$ cat config.mk
export PLATFORM = sky130hd
export DESIGN_NAME = lsu_ctrl
export DESIGN_NICKNAME = d
export VERILOG_FILES = /design/src/rtl/lsu_ctrl.sv
export SDC_FILE = /design/constraint.sdc
export NUM_CORES = 1
export LEC_CHECK = 0
export BUFFER_PORTS_ARGS = -buffer_cell sky130_fd_sc_hd__buf_2
export CAP_MARGIN = 20
export CORE_UTILIZATION = 47
export CTS_BUF_LIST = sky130_fd_sc_hd__clkbuf_16
export CTS_CLUSTER_DIAMETER = 50
export DETAILED_ROUTE_END_ITERATION = 16
export PLACE_DENSITY = 0.86
export REMOVE_ABC_BUFFERS = 1
export SYNTH_ARGS = -nofsm -noshare
export SYNTH_HDL_FRONTEND = slang
export SYNTH_SLANG_ARGS = --single-unit
$ cat constraint.sdc
create_clock -name clk -period 2.17 [get_ports clk]
set_input_delay 0.217 -clock clk [delete_from_list [all_inputs] [get_ports clk]]
set_output_delay 0.217 -clock clk [all_outputs]
set_load 0.01 [all_outputs]
$ cat src/rtl/lsu_ctrl.sv
// Load/store unit controller: decodes a register-based memory request, drives a
// single-beat word bus with byte-lane enables and returns extended load data.
module lsu_ctrl #(
  parameter int ADDR_W  = 32,
  parameter int TIMEOUT = 16
) (
  input  logic              clk,
  input  logic              rst,
  input  logic              req_valid,
  output logic              req_ready,
  input  logic [3:0]        req_op,
  input  logic [31:0]       req_base,
  input  logic [15:0]       req_offset,
  input  logic [31:0]       req_wdata,
  input  logic [4:0]        req_rd,
  output logic              mem_en,
  output logic              mem_we,
  output logic [3:0]        mem_sel,
  output logic [ADDR_W-1:0] mem_addr,
  output logic [31:0]       mem_wdata,
  input  logic              mem_ack,
  input  logic [31:0]       mem_rdata,
  output logic              resp_valid,
  output logic [31:0]       resp_rdata,
  output logic [4:0]        resp_rd,
  output logic              resp_wen,
  output logic [1:0]        resp_err
);

  localparam logic [1:0] ST_IDLE   = 2'd0;
  localparam logic [1:0] ST_ACCESS = 2'd1;
  localparam logic [1:0] ST_RESP   = 2'd2;

  localparam logic [3:0] OP_LB  = 4'b0000;
  localparam logic [3:0] OP_LH  = 4'b0001;
  localparam logic [3:0] OP_LW  = 4'b0010;
  localparam logic [3:0] OP_LBU = 4'b0100;
  localparam logic [3:0] OP_LHU = 4'b0101;
  localparam logic [3:0] OP_SB  = 4'b1000;
  localparam logic [3:0] OP_SH  = 4'b1001;
  localparam logic [3:0] OP_SW  = 4'b1010;

  localparam logic [1:0] ERR_OK    = 2'b00;
  localparam logic [1:0] ERR_ALIGN = 2'b01;
  localparam logic [1:0] ERR_TMO   = 2'b10;
  localparam logic [1:0] ERR_OP    = 2'b11;

  localparam int              CNT_W    = (TIMEOUT > 2) ? $clog2(TIMEOUT) : 1;
  localparam logic [CNT_W-1:0] CNT_LAST = CNT_W'(TIMEOUT - 1);

  function automatic logic op_legal(input logic [3:0] op);
    case (op)
      OP_LB, OP_LH, OP_LW, OP_LBU, OP_LHU, OP_SB, OP_SH, OP_SW: op_legal = 1'b1;
      default: op_legal = 1'b0;
    endcase
  endfunction

  function automatic logic op_misaligned(input logic [3:0] op, input logic [1:0] lo);
    case (op)
      OP_LH, OP_LHU, OP_SH: op_misaligned = lo[0];
      OP_LW, OP_SW:         op_misaligned = (lo != 2'b00);
      default:              op_misaligned = 1'b0;
    endcase
  endfunction

  function automatic logic [31:0] load_extract(input logic [3:0] op, input logic [1:0] lo,
                                               input logic [31:0] word);
    logic [31:0] shifted;
    logic [15:0] half;
    shifted = word >> {lo, 3'b000};
    half    = lo[1] ? word[31:16] : word[15:0];
    case (op)
      OP_LB:   load_extract = {{24{shifted[7]}}, shifted[7:0]};
      OP_LBU:  load_extract = {24'h000000, shifted[7:0]};
      OP_LH:   load_extract = {{16{half[15]}}, half};
      OP_LHU:  load_extract = {16'h0000, half};
      OP_LW:   load_extract = word;
      default: load_extract = 32'h0000_0000;
    endcase
  endfunction

  logic [1:0]        state_r;
  logic [CNT_W-1:0]  cnt_r;
  logic [3:0]        op_r;
  logic [1:0]        lo_r;
  logic [4:0]        rd_r;
  logic              req_ready_r;
  logic              mem_en_r;
  logic              mem_we_r;
  logic [3:0]        mem_sel_r;
  logic [ADDR_W-1:0] mem_addr_r;
  logic [31:0]       mem_wdata_r;
  logic              resp_valid_r;
  logic [31:0]       resp_rdata_r;
  logic [4:0]        resp_rd_r;
  logic              resp_wen_r;
  logic [1:0]        resp_err_r;

  logic [31:0]       ea_s;
  logic              store_s;
  logic [3:0]        sel_s;
  logic [31:0]       wdata_s;

  // Accept-cycle decode: effective address, lane enables and replicated store data.
  always_comb begin
    ea_s    = req_base + {{16{req_offset[15]}}, req_offset};
    store_s = 1'b0;
    sel_s   = 4'b1111;
    wdata_s = 32'h0000_0000;
    case (req_op)
      OP_SB: begin
        store_s = 1'b1;
        sel_s   = 4'b0001 << ea_s[1:0];
        wdata_s = {4{req_wdata[7:0]}};
      end
      OP_SH: begin
        store_s = 1'b1;
        sel_s   = ea_s[1] ? 4'b1100 : 4'b0011;
        wdata_s = {2{req_wdata[15:0]}};
      end
      OP_SW: begin
        store_s = 1'b1;
        sel_s   = 4'b1111;
        wdata_s = req_wdata;
      end
      default: begin
        store_s = 1'b0;
        sel_s   = 4'b1111;
        wdata_s = 32'h0000_0000;
      end
    endcase
  end

  // Request FSM with registered bus and response outputs.
  always_ff @(posedge clk or negedge rst) begin
    if (!rst) begin
      state_r      <= ST_IDLE;
      cnt_r        <= '0;
      op_r         <= 4'b0000;
      lo_r         <= 2'b00;
      rd_r         <= 5'd0;
      req_ready_r  <= 1'b1;
      mem_en_r     <= 1'b0;
      mem_we_r     <= 1'b0;
      mem_sel_r    <= 4'b0000;
      mem_addr_r   <= '0;
      mem_wdata_r  <= 32'h0000_0000;
      resp_valid_r <= 1'b0;
      resp_rdata_r <= 32'h0000_0000;
      resp_rd_r    <= 5'd0;
      resp_wen_r   <= 1'b0;
      resp_err_r   <= ERR_OK;
    end else begin
      case (state_r)
        ST_IDLE: begin
          if (req_valid) begin
            req_ready_r <= 1'b0;
            if (!op_legal(req_op) || op_misaligned(req_op, ea_s[1:0])) begin
              state_r      <= ST_RESP;
              resp_valid_r <= 1'b1;
              resp_rd_r    <= req_rd;
              resp_err_r   <= op_legal(req_op) ? ERR_ALIGN : ERR_OP;
            end else begin
              state_r     <= ST_ACCESS;
              cnt_r       <= '0;
              op_r        <= req_op;
              lo_r        <= ea_s[1:0];
              rd_r        <= req_rd;
              mem_en_r    <= 1'b1;
              mem_we_r    <= store_s;
              mem_sel_r   <= sel_s;
              mem_addr_r  <= {ea_s[ADDR_W-1:2], 2'b00};
              mem_wdata_r <= wdata_s;
            end
          end
        end
        ST_ACCESS: begin
          // An ack arriving on the final wait cycle still wins over the timeout.
          if (mem_ack || (cnt_r == CNT_LAST)) begin
            state_r      <= ST_RESP;
            mem_en_r     <= 1'b0;
            mem_we_r     <= 1'b0;
            mem_sel_r    <= 4'b0000;
            mem_addr_r   <= '0;
            mem_wdata_r  <= 32'h0000_0000;
            resp_valid_r <= 1'b1;
            resp_rd_r    <= rd_r;
            resp_err_r   <= mem_ack ? ERR_OK : ERR_TMO;
            resp_wen_r   <= mem_ack & ~mem_we_r;
            resp_rdata_r <= (mem_ack && !mem_we_r) ? load_extract(op_r, lo_r, mem_rdata)
                                                   : 32'h0000_0000;
          end else begin
            cnt_r <= cnt_r + CNT_W'(1);
          end
        end
        ST_RESP: begin
          state_r      <= ST_IDLE;
          req_ready_r  <= 1'b1;
          resp_valid_r <= 1'b0;
          resp_rdata_r <= 32'h0000_0000;
          resp_rd_r    <= 5'd0;
          resp_wen_r   <= 1'b0;
          resp_err_r   <= ERR_OK;
        end
        default: begin
          state_r      <= ST_IDLE;
          req_ready_r  <= 1'b1;
          mem_en_r     <= 1'b0;
          resp_valid_r <= 1'b0;
        end
      endcase
    end
  end

  assign req_ready  = req_ready_r;
  assign mem_en     = mem_en_r;
  assign mem_we     = mem_we_r;
  assign mem_sel    = mem_sel_r;
  assign mem_addr   = mem_addr_r;
  assign mem_wdata  = mem_wdata_r;
  assign resp_valid = resp_valid_r;
  assign resp_rdata = resp_rdata_r;
  assign resp_rd    = resp_rd_r;
  assign resp_wen   = resp_wen_r;
  assign resp_err   = resp_err_r;

endmodule

==> metrics.txt, run 1 <==
status finished clean; combinational share of power 39.7%; Slew headroom 40.13%; critical path endpoint category flip-flop; layout cells sized above 1 34.95%; Core Region 0.01543 sq mm; sequential fraction of design power 32.2%; GR Overflow Total 0; crit start category input pin; Post-synth ARST share 100.0%; Root Buffer clkbuf_16; post-synthesis sequential area ratio 42.32%; Reg2Reg Setup Slack 0.27 ns; Synth top area share 41.97%; clock network power share 28.1%; Iter 0 DRT Violations 514; GRT Util Overall 28.76%; TritonRoute pass-1 iters 5; CP max FO 4; Synth Flop Type dfrtp_1; number of synthesized flops with an enable pin 0; FF+latch count, synth 127; Critical-path top delay cell or4_4; Pins Over Slew Limit 0; Nets 1347; Hold Vio Cnt, Final 0; Lkg Pwr 5.286 nW; WP buf/inv 1; Tmin final 2.128 ns; critical path arrival 2.43 ns; Placed Cells 1375; top area cells in the synthesized netlist dfrtp_1 (42%), o21ai_0 (8.0%), nand2_1 (7.6%); CTS tree built; WL final 23770 microns; VDD IR max 0.0005828 V; sw frac 36.37%; Worst-path clk slew 0.06 ns; vias per inst 5.679; Placed Instance Area 0.009708 sq mm; Die Wd 128.4 microns; Hold Path Class input pin to flip-flop; max incr delay on CP 0.60 ns; Required @ worst endpoint 2.48 ns; RD Place Congestion 0.9459; Fin Setup TNS 0 ns; num rows 45; ANT nets after route 0; internal power 6.926 mW; Setup violations, final 0; worst setup path class input pin to flip-flop; H-tree depth 4; Reg2Reg Launch Point lo_r[1]; leading area contributor after synthesis dfrtp_1; Ys Warns 0; Worst path top cell family by delay simple AND/OR/NAND/NOR gates; pwr/cell area 1039 mW/mm^2; worst flop-to-flop path endpoint resp_rdata[8]; final worst-path cycle share 98.04%; Area Growth Syn to Fin 39.44%; CP cell instances buf_2 > ha_1 > a211oi_2 > o21bai_2 > or4_4 > and3_4 > or3_1 > a32o_1; Initial Utilization 48.69%; # DRC 0; Slew @ Worst Pin 0.8912 ns; pin count of the biggest net entering global routing 56; hold path depth 2; post-route insts no fill 1411; NetSw 3.959 mW; final setup skew 0.008838 ns; Yosys cell types 60; DIE AREA 0.01649 sq mm; DR WL/cell 16.85 microns; I/O pin count 237; initial antenna violation count 3; CTS Buf Count 17; Clock Tree Buf Depth 2; port buffer count 234; HPWL Detailed 17590 microns; min-delay src req_rd[1]; clock latency at the later pin of the worst-skew pair 0.42 ns; Finished Cell Area 0.01048 sq mm; worst-case reg-to-reg path depth 5; fmax 470.0 MHz; Clock Sinks 127; Syn Std Cell Area 0.007512 sq mm; first-pass GRT wire length 36890 microns; Die H 128.4 microns; number of global-route vias before repair 7485; Post-Synthesis Cells 864; hold endpoint rd_r[1]; Max-cap violations 0; Syn Area/Cell 8.695 sq um; vias 8013
power groups by stage:
stage	registers [mW]	logic, mW	clock network (mW)
finish	3.50	4.32	3.06
global route	3.58	4.76	3.19
CTS	3.50	4.25	3.09
detailed placement	3.52	4.23	0
global placement	3.50	4.15	0
floorplan	3.74	2.05	0
worst reg2reg max path, cell delays in order, from the launching register on:
cell      delay, ns
dfrtp_1        0.39
mux4_2         0.35
nand2_1        0.07
nor3_1         0.69
a221oi_1       0.13
o21ai_0        0.20
how the worst max path moves through the flow:
| stage | start | end | slack, ns | cells after the start |
|---|---|---|---|---|
| after floorplan | req_base[0] | mem_addr[4] | -1.23 | 8 |
| after global placement | req_base[4] | mem_addr[23] | -0.46 | 9 |
| after detailed placement | req_base[4] | mem_addr[23] | -0.51 | 9 |
| after CTS | req_base[11] | mem_addr[23] | 0.01 | 9 |
| after global routing | req_base[11] | mem_addr[23] | -0.02 | 9 |
| final | req_base[14] | mem_addr[23] | 0.04 | 8 |
timing repair:
action / CTS / global route
setup buffers: 0 / 2
pin swaps: 1 / 3
setup endpoints to repair: 2 / 44
endpoints found under the hold margin: 25 / 0
hold buffers: 1 / 0
resized for setup: 3 / 25
cells by family after synthesis:
logic type | after synthesis | share of synthesized area, %
XOR/XNOR | 20 | 2.332
buffers and inverters | 63 | 3.281
AND/OR/NAND/NOR | 281 | 16.87
other | 1 | 0.04992
adder cells (fa/ha/maj) | 36 | 6.096
AO/OA/AOI/OAI | 311 | 25.38
flip-flops | 127 | 42.32
multiplexers | 25 | 3.664
flip-flops by register name, summed over array words and instances (netlist names):
name	count
cnt_r	4
lo_r	2
mem_addr	30
mem_en	1
mem_sel	4
mem_wdata	32
mem_we	1
op_r	4
rd_r	5
req_ready	1
resp_err	2
resp_rd	5
resp_rdata	32
resp_valid	1
resp_wen	1
state_r	2
through the flow:
stage | worst slack [ns] | power [mW] | utilization [%] | hold slack, ns
floorplan | -1.232 | 5.785 | - | -0.07859
global placement | -0.4649 | 7.644 | 62.93 | 0.1775
detailed placement | -0.5126 | 7.741 | 62.93 | 0.1746
CTS | 0.01259 | 10.84 | 67.11 | 0.04023
global route | -0.01755 | 11.53 | 67.90 | 0.05765
finish | 0.04246 | 10.89 | 67.90 | 0.05097
cells in the final DEF (no fill, tap or decap), types with 4 or more instances in the layout:
cell type  synthesis  final
a211oi_1           8      5
a21o_1            17     17
a21oi_1           77     75
a221oi_1          11     11
a22o_1            10     10
a22oi_1           16     15
a31oi_1           10     10
a32o_1             4      4
and3_1             8      7
and4_1             4      4
buf_12             0      6
buf_2              2    233
buf_4              2    111
bufinv_16          0      5
clkbuf_16          0     17
clkinv_1           0      5
dfrtp_1          126    126
ha_1              35     29
ha_4               0      4
inv_1             13     14
mux2_2            10     10
mux2i_1           14     14
nand2_1          153    151
nand2b_1           7      7
nand3_1           16     16
nand4_1            4      4
nor2_1            46     45
nor2b_1            9      9
nor3_1             8      8
o2111ai_1          4      4
o211ai_1           4      4
o21ai_0          120    114
o21ai_1            0      6
o31ai_1            7      7
or3_1              7      7
xnor2_1            7      7
xor2_1            13     13
synthesized netlist by cell type (all sizes together), types with 5 or more instances:
master / n
o21ai: 120
or3: 7
nand3: 16
a211oi: 8
o31ai: 7
a22oi: 16
xor2: 13
a31oi: 10
inv: 13
and3: 8
nand2: 153
nor2: 46
a221oi: 12
xnor2: 7
a22o: 10
nor2b: 9
dfrtp: 126
nor3: 8
and4: 5
mux2: 10
a21oi: 77
a21o: 17
mux2i: 14
nand2b: 7
clkbuf: 46
ha: 35
area by class of cell:
class | count | area (sq um)
multi-input combinational | 675 | 4214
sequential | 127 | 3179
inverter | 13 | 48.80
timing repair buffer | 352 | 2141
antenna | 1 | 2.502
tap | 211 | 264.0
clock inverter | 15 | 200.2
clock buffer | 17 | 425.4
fill | 1254 | 4952
per-layer routing:
metal	track usage (%)	share of wire (%)
met1	36.08	40
met2	48.93	48
met3	5.156	8.9
met4	11.97	2.5
met5	0	0.093
(Power assumes the default switching activity.)
==> run 2: changes to the inputs <==
--- a/config.mk
+++ b/config.mk
@@ -12,6 +12,7 @@
 export CTS_CLUSTER_DIAMETER = 50
 export DETAILED_ROUTE_END_ITERATION = 16
 export PLACE_DENSITY = 0.86
+export RECOVER_POWER = 25
 export REMOVE_ABC_BUFFERS = 1
 export SYNTH_ARGS = -nofsm -noshare
 export SYNTH_HDL_FRONTEND = slang
==> metrics.txt, run 2 (synthesis results as in run 1) <==
ANT nets after route 0 (unchanged); first-pass GRT wire length 36890 microns (unchanged); Setup violations, final 0 (unchanged); most frequent cells in the layout buf_2 (233), nand2_1 (151), dfrtp_1 (126), o21ai_0 (114), buf_4 (110) (was buf_2 (233), nand2_1 (151), dfrtp_1 (126), o21ai_0 (114), buf_4 (111)); # DRC 0 (unchanged); DIE AREA 0.01649 sq mm (unchanged); worst setup path class input pin to flip-flop (unchanged); final worst slack 0.03663 ns (was 0.04246 ns); CP max FO 4 (unchanged); HPWL Detailed 17590 microns (unchanged); pwr/cell area 1043 mW/mm^2 (was 1039 mW/mm^2); Placed Instance Area 0.009708 sq mm (unchanged); Tmin final 2.133 ns (was 2.128 ns); Hold Path Class input pin to flip-flop (unchanged); worst flop-to-flop path endpoint resp_rdata[9] (was resp_rdata[8]); num rows 45 (unchanged); sw frac 36.45% (was 36.37%); H-tree depth 4 (unchanged); final worst-path cycle share 98.31% (was 98.04%); pin count of the biggest net entering global routing 56 (unchanged); GR Overflow Total 0 (unchanged); TritonRoute pass-1 iters 7 (was 5); critical path arrival 2.44 ns (was 2.43 ns); hold endpoint rd_r[1] (unchanged); Reg2Reg Setup Slack 0.29 ns (was 0.27 ns); grt met2 use 48.93% (unchanged); commonest non-fill, non-tap cell in the layout buf_2 (unchanged); internal power 6.920 mW (was 6.926 mW); Die Wd 128.4 microns (unchanged); total power 10.89 mW (about the same); DR WL/cell 16.92 microns (was 16.85 microns); CTS tree built (unchanged); RD Place Congestion 0.9459 (unchanged); number of global-route vias before repair 7485 (unchanged); Hold Vio Cnt, Final 0 (unchanged); Nets 1347 (unchanged); Area Growth Syn to Fin 38.99% (was 39.44%); initial antenna violation count 3 (unchanged); Placed Cells 1375 (unchanged); grt met3 use 5.156% (unchanged); layout cells sized above 1 34.86% (was 34.95%); Core Region 0.01543 sq mm (unchanged); sequential fraction of design power 32.2% (about the same); grt peak-use layer met2 (unchanged); Lkg Pwr 5.272 nW (was 5.286 nW); post-place setup slack -0.5126 ns (unchanged); worst-case reg-to-reg path depth 5 (unchanged); clock network power share 28.1% (about the same); Pins Over Slew Limit 0 (unchanged); Initial Utilization 48.69% (unchanged); port buffer count 234 (unchanged); fmax 468.7 MHz (was 470.0 MHz); Worst-path clk slew 0.06 ns (about the same); CP cell instances buf_2 > ha_1 > a211oi_2 > o21bai_2 > or4_4 > and3_4 > or3_1 > a32o_1 (unchanged); hold path depth 2 (unchanged); vias per inst 5.709 (was 5.679); min-delay src req_rd[1] (unchanged); VDD IR max 0.0005778 V (was 0.0005828 V); status finished clean (unchanged); GRT met1 Usage 36.08% (unchanged); Max-cap violations 0 (unchanged); clock latency at the later pin of the worst-skew pair 0.42 ns (about the same); Finished Cell Area 0.01044 sq mm (was 0.01048 sq mm); Clock Tree Buf Depth 2 (unchanged); Reg2Reg Launch Point lo_r[1] (unchanged); WL final 23870 microns (was 23770 microns); final setup skew 0.01084 ns (was 0.008838 ns); Critical-path top delay cell or4_4 (unchanged); critical path endpoint category flip-flop (unchanged); Required @ worst endpoint 2.48 ns (about the same); I/O pin count 237 (unchanged); Root Buffer clkbuf_16 (unchanged); vias 8056 (was 8013); GRT Util Overall 28.76% (unchanged); post-route insts no fill 1411 (unchanged); crit start category input pin (unchanged); NetSw 3.969 mW (was 3.959 mW); Slew headroom 30.65% (was 40.13%); combinational share of power 39.7% (about the same); CTS Buf Count 17 (unchanged); Clock Sinks 127 (unchanged); Die H 128.4 microns (unchanged); max incr delay on CP 0.60 ns (about the same); Iter 0 DRT Violations 493 (was 514); Slew @ Worst Pin 1.040 ns (was 0.8912 ns)
-- run 2: changes by cell type in the layout (fill, tap and decap cells not counted), sizes merged --
| cell | change |
|---|---|
| buf | -3 |
| clkbuf | +3 |
-- run 2: how the worst max path moves through the flow --
stage	slack, ns	to	from
after detailed placement	-0.51	mem_addr[23]	req_base[4]
final	0.04	mem_addr[23]	req_base[14]
after floorplan	-1.23	mem_addr[4]	req_base[0]
after global routing	-0.02	mem_addr[23]	req_base[11]
after global placement	-0.46	mem_addr[23]	req_base[4]
after CTS	0.01	mem_addr[23]	req_base[11]
-- run 2: power groups by stage --
stage	registers, mW	logic (mW)	clock network (mW)
4_1_cts	3.50	4.25	3.09
2_1_floorplan	3.74	2.05	0
3_5_place_dp	3.52	4.23	0
3_3_place_gp	3.50	4.15	0
5_1_grt	3.58	4.75	3.19
6_report	3.50	4.32	3.06
-- run 2: layout make-up --
type / count / area, sq um
Inverter: 13 / 48.80
Clock buffer: 17 / 425.4
Antenna cell: 1 / 2.502
Multi-Input combinational cell: 675 / 4214
Timing Repair Buffer: 352 / 2107
Fill cell: 1260 / 4986
Clock inverter: 15 / 200.2
Sequential cell: 127 / 3179
Tap cell: 211 / 264.0
-- run 2: critical path, delay by kind of cell --
family                   cells  cell delay [ns]
adder cells (fa/ha/maj)      1             0.32
buffers and inverters        1             0.10
AO/OA/AOI/OAI                3             0.66
AND/OR/NAND/NOR              3             1.13
-- run 2: what timing repair did --
action,in CTS,in global routing
hold buffers,1,0
setup endpoints to repair,2,44
setup buffers,0,2
gates resized for setup,3,25
pin swaps,1,3
hold endpoints to repair,25,0
-- run 2: stage by stage --
stage                     hold WS (ns)  util, %  setup TNS, ns
after floorplan               -0.07859        -         -77.93
after global placement          0.1775    62.93         -12.92
after detailed placement        0.1746    62.93         -14.46
after CTS                      0.04023    67.11              0
after global routing           0.05765    67.68       -0.03197
final                          0.05247    67.68              0
-- run 2: layer usage --
layer / vias to the layer above / wire (microns)
met3: 50 / 2039
met5: - / 22
li1: 3765 / -
met4: 4 / 574
met2: 402 / 11580
met1: 3835 / 9655
==> run 3: changes to the inputs <==
--- a/config.mk
+++ b/config.mk
@@ -7,7 +7,9 @@
 export LEC_CHECK = 0
 export BUFFER_PORTS_ARGS = -buffer_cell sky130_fd_sc_hd__buf_2
 export CAP_MARGIN = 20
-export CORE_UTILIZATION = 47
+export CELL_PAD_IN_SITES_DETAIL_PLACEMENT = 0
+export CELL_PAD_IN_SITES_GLOBAL_PLACEMENT = 1
+export CORE_UTILIZATION = 34
 export CTS_BUF_LIST = sky130_fd_sc_hd__clkbuf_16
 export CTS_CLUSTER_DIAMETER = 50
 export DETAILED_ROUTE_END_ITERATION = 16
==> metrics.txt, run 3 (synthesis results as in run 1) <==
CTS tree built (unchanged); I/O pin count 237 (unchanged); pin count of the biggest net entering global routing 54 (was 56); Placed Instance Area 0.009928 sq mm (was 0.009708 sq mm); Core Region 0.02176 sq mm (was 0.01543 sq mm); Hold Path Class input pin to flip-flop (unchanged); Hold Vio Cnt, Final 0 (unchanged); Required @ worst endpoint 2.47 ns (was 2.48 ns); port buffer count 234 (unchanged); initial antenna violation count 4 (was 3); combinational share of power 41.7% (was 39.7%); first-pass GRT wire length 38520 microns (was 36890 microns); Die Wd 150.6 microns (was 128.4 microns); TritonRoute pass-1 iters 5 (was 7); VDD IR max 0.0005975 V (was 0.0005778 V); final worst-path cycle share 97.12% (was 98.31%); DIE AREA 0.02269 sq mm (was 0.01649 sq mm); WL final 24890 microns (was 23870 microns); Critical-path top delay cell or4_4 (unchanged); CTS Buf Count 17 (unchanged); fmax 474.5 MHz (was 468.7 MHz); pwr/cell area 988.0 mW/mm^2 (was 1043 mW/mm^2); status finished clean (unchanged); commonest non-fill, non-tap cell in the layout buf_2 (unchanged); GR Overflow Total 0 (unchanged); ANT nets after route 0 (unchanged); vias per inst 5.237 (was 5.709); Nets 1364 (was 1347); # DRC 0 (unchanged); Root Buffer clkbuf_16 (unchanged); Max-cap violations 0 (unchanged); GRT Util Overall 22.08% (was 28.76%); Die H 150.6 microns (was 128.4 microns); Clock Sinks 127 (unchanged); num rows 54 (was 45); CP max FO 5 (was 4); Clock Tree Buf Depth 2 (unchanged); Reg2Reg Launch Point lo_r[1] (unchanged); layout cells sized above 1 35.06% (was 34.86%); RSZ-0062 raised after global routing yes; worst setup path class input pin to flip-flop (unchanged); Iter 0 DRT Violations 350 (was 493); sw frac 37.86% (was 36.45%); number of global-route vias before repair 7512 (was 7485); Lkg Pwr 5.321 nW (was 5.272 nW); CP cell instances buf_2 > ha_1 > a211oi_1 > o21bai_2 > or4_4 > and3_1 > or3_1 > a32o_1 (was buf_2 > ha_1 > a211oi_2 > o21bai_2 > or4_4 > and3_4 > or3_1 > a32o_1); Finished Cell Area 0.01052 sq mm (was 0.01044 sq mm); sequential fraction of design power 33.7% (was 32.2%); DR WL/cell 16.61 microns (was 16.92 microns); Post-CTS Setup Inserts 0 (unchanged); max incr delay on CP 0.60 ns (about the same); clock latency at the later pin of the worst-skew pair 0.41 ns (was 0.42 ns); Crit. Startpoint req_base[14] (unchanged); Tmin final 2.108 ns (was 2.133 ns); Area Growth Syn to Fin 40.01% (was 38.99%); H-tree depth 4 (unchanged); internal power 6.457 mW (was 6.920 mW); min-delay src req_rd[2] (was req_rd[1]); critical path arrival 2.41 ns (was 2.44 ns); final setup skew 0.009143 ns (was 0.01084 ns); vias 7845 (was 8056); clock network power share 24.6% (was 28.1%); Pins Over Slew Limit 0 (unchanged); crit start category input pin (unchanged); Worst-path clk slew 0.05 ns (was 0.06 ns); Setup violations, final 0 (unchanged); Slew @ Worst Pin 1.397 ns (was 1.040 ns); HPWL Detailed 18880 microns (was 17590 microns); Slew headroom 6.874% (was 30.65%); critical path endpoint category flip-flop (unchanged); Initial Utilization 34.53% (was 48.69%); NetSw 3.935 mW (was 3.969 mW); most frequent cells in the layout buf_2 (233), nand2_1 (152), buf_4 (129), dfrtp_1 (126), o21ai_0 (118) (was buf_2 (233), nand2_1 (151), dfrtp_1 (126), o21ai_0 (114), buf_4 (110)); RD Place Congestion 0.9242 (was 0.9459); Min Hold Slack 0.04626 ns (was 0.05247 ns)
[run 3: critical path: cells and delay by family]
kind | cells | cell delay (ns)
AOI/OAI and AO/OA | 3 | 0.67
adders and majority gates | 1 | 0.30
buffers and inverters | 1 | 0.10
and+or+nand+nor | 3 | 1.12
[run 3: area by class of cell]
class / count / area (sq um)
tap: 280 / 350.3
inverter: 13 / 48.80
sequential: 127 / 3179
antenna: 3 / 7.507
multi-input combinational: 675 / 4175
clock buffer: 17 / 425.4
timing repair buffer: 369 / 2241
fill: 2176 / 11240
clock inverter: 14 / 90.09
[run 3: worst paths after layout]
path,slack [ns],endpoint,cells past startpoint
setup / recovery,0.06,mem_addr[23],8
hold / removal,0.05,rd_r[2],2
setup reg to reg,0.20,resp_rdata[9],5
hold reg to reg,0.47,resp_wen,1
max in group asynchronous,0.33,resp_rdata[26],3
min in group asynchronous,0.70,rd_r[0],2
[run 3: routing by layer]
metal	GRT usage, %	vias up	share of wire [%]
met2	35.94	295	46
met1	28.97	3709	44
met4	6.400	2	1.4
li1	-	3810	-
met5	0	-	0.052
met3	5.333	29	8.4
[run 3: power by group through the flow]
| stage | sequential, mW | combinational, mW | clock, mW |
|---|---|---|---|
| finish | 3.50 | 4.33 | 2.56 |
| global route | 3.59 | 4.81 | 2.71 |
| CTS | 3.50 | 4.34 | 2.62 |
| detailed placement | 3.52 | 4.33 | 0 |
| global placement | 3.51 | 4.28 | 0 |
| floorplan | 3.74 | 2.05 | 0 |
[run 3: stage by stage]
stage / setup WS, ns / power [mW] / utilization [%] / instances / setup TNS (ns)
after floorplan: -1.232 / 5.785 / - / 815 / -77.93
after global placement: -0.4699 / 7.787 / 45.63 / 1463 / -16.06
after detailed placement: -0.4888 / 7.851 / 45.63 / 1463 / -16.35
after CTS: 0.006872 / 10.46 / 48.06 / 1495 / 0
after global routing: -0.007989 / 11.11 / 48.31 / 1495 / -0.01837
final: 0.06245 / 10.39 / 48.34 / 1498 / 0
[run 3: timing repair]
action | in CTS | in global routing
setup endpoints to repair | 2 | 30
hold buffers | 1 | 0
hold endpoints to repair | 49 | 0
pin swaps | 0 | 4
gates resized for setup | 1 | 14
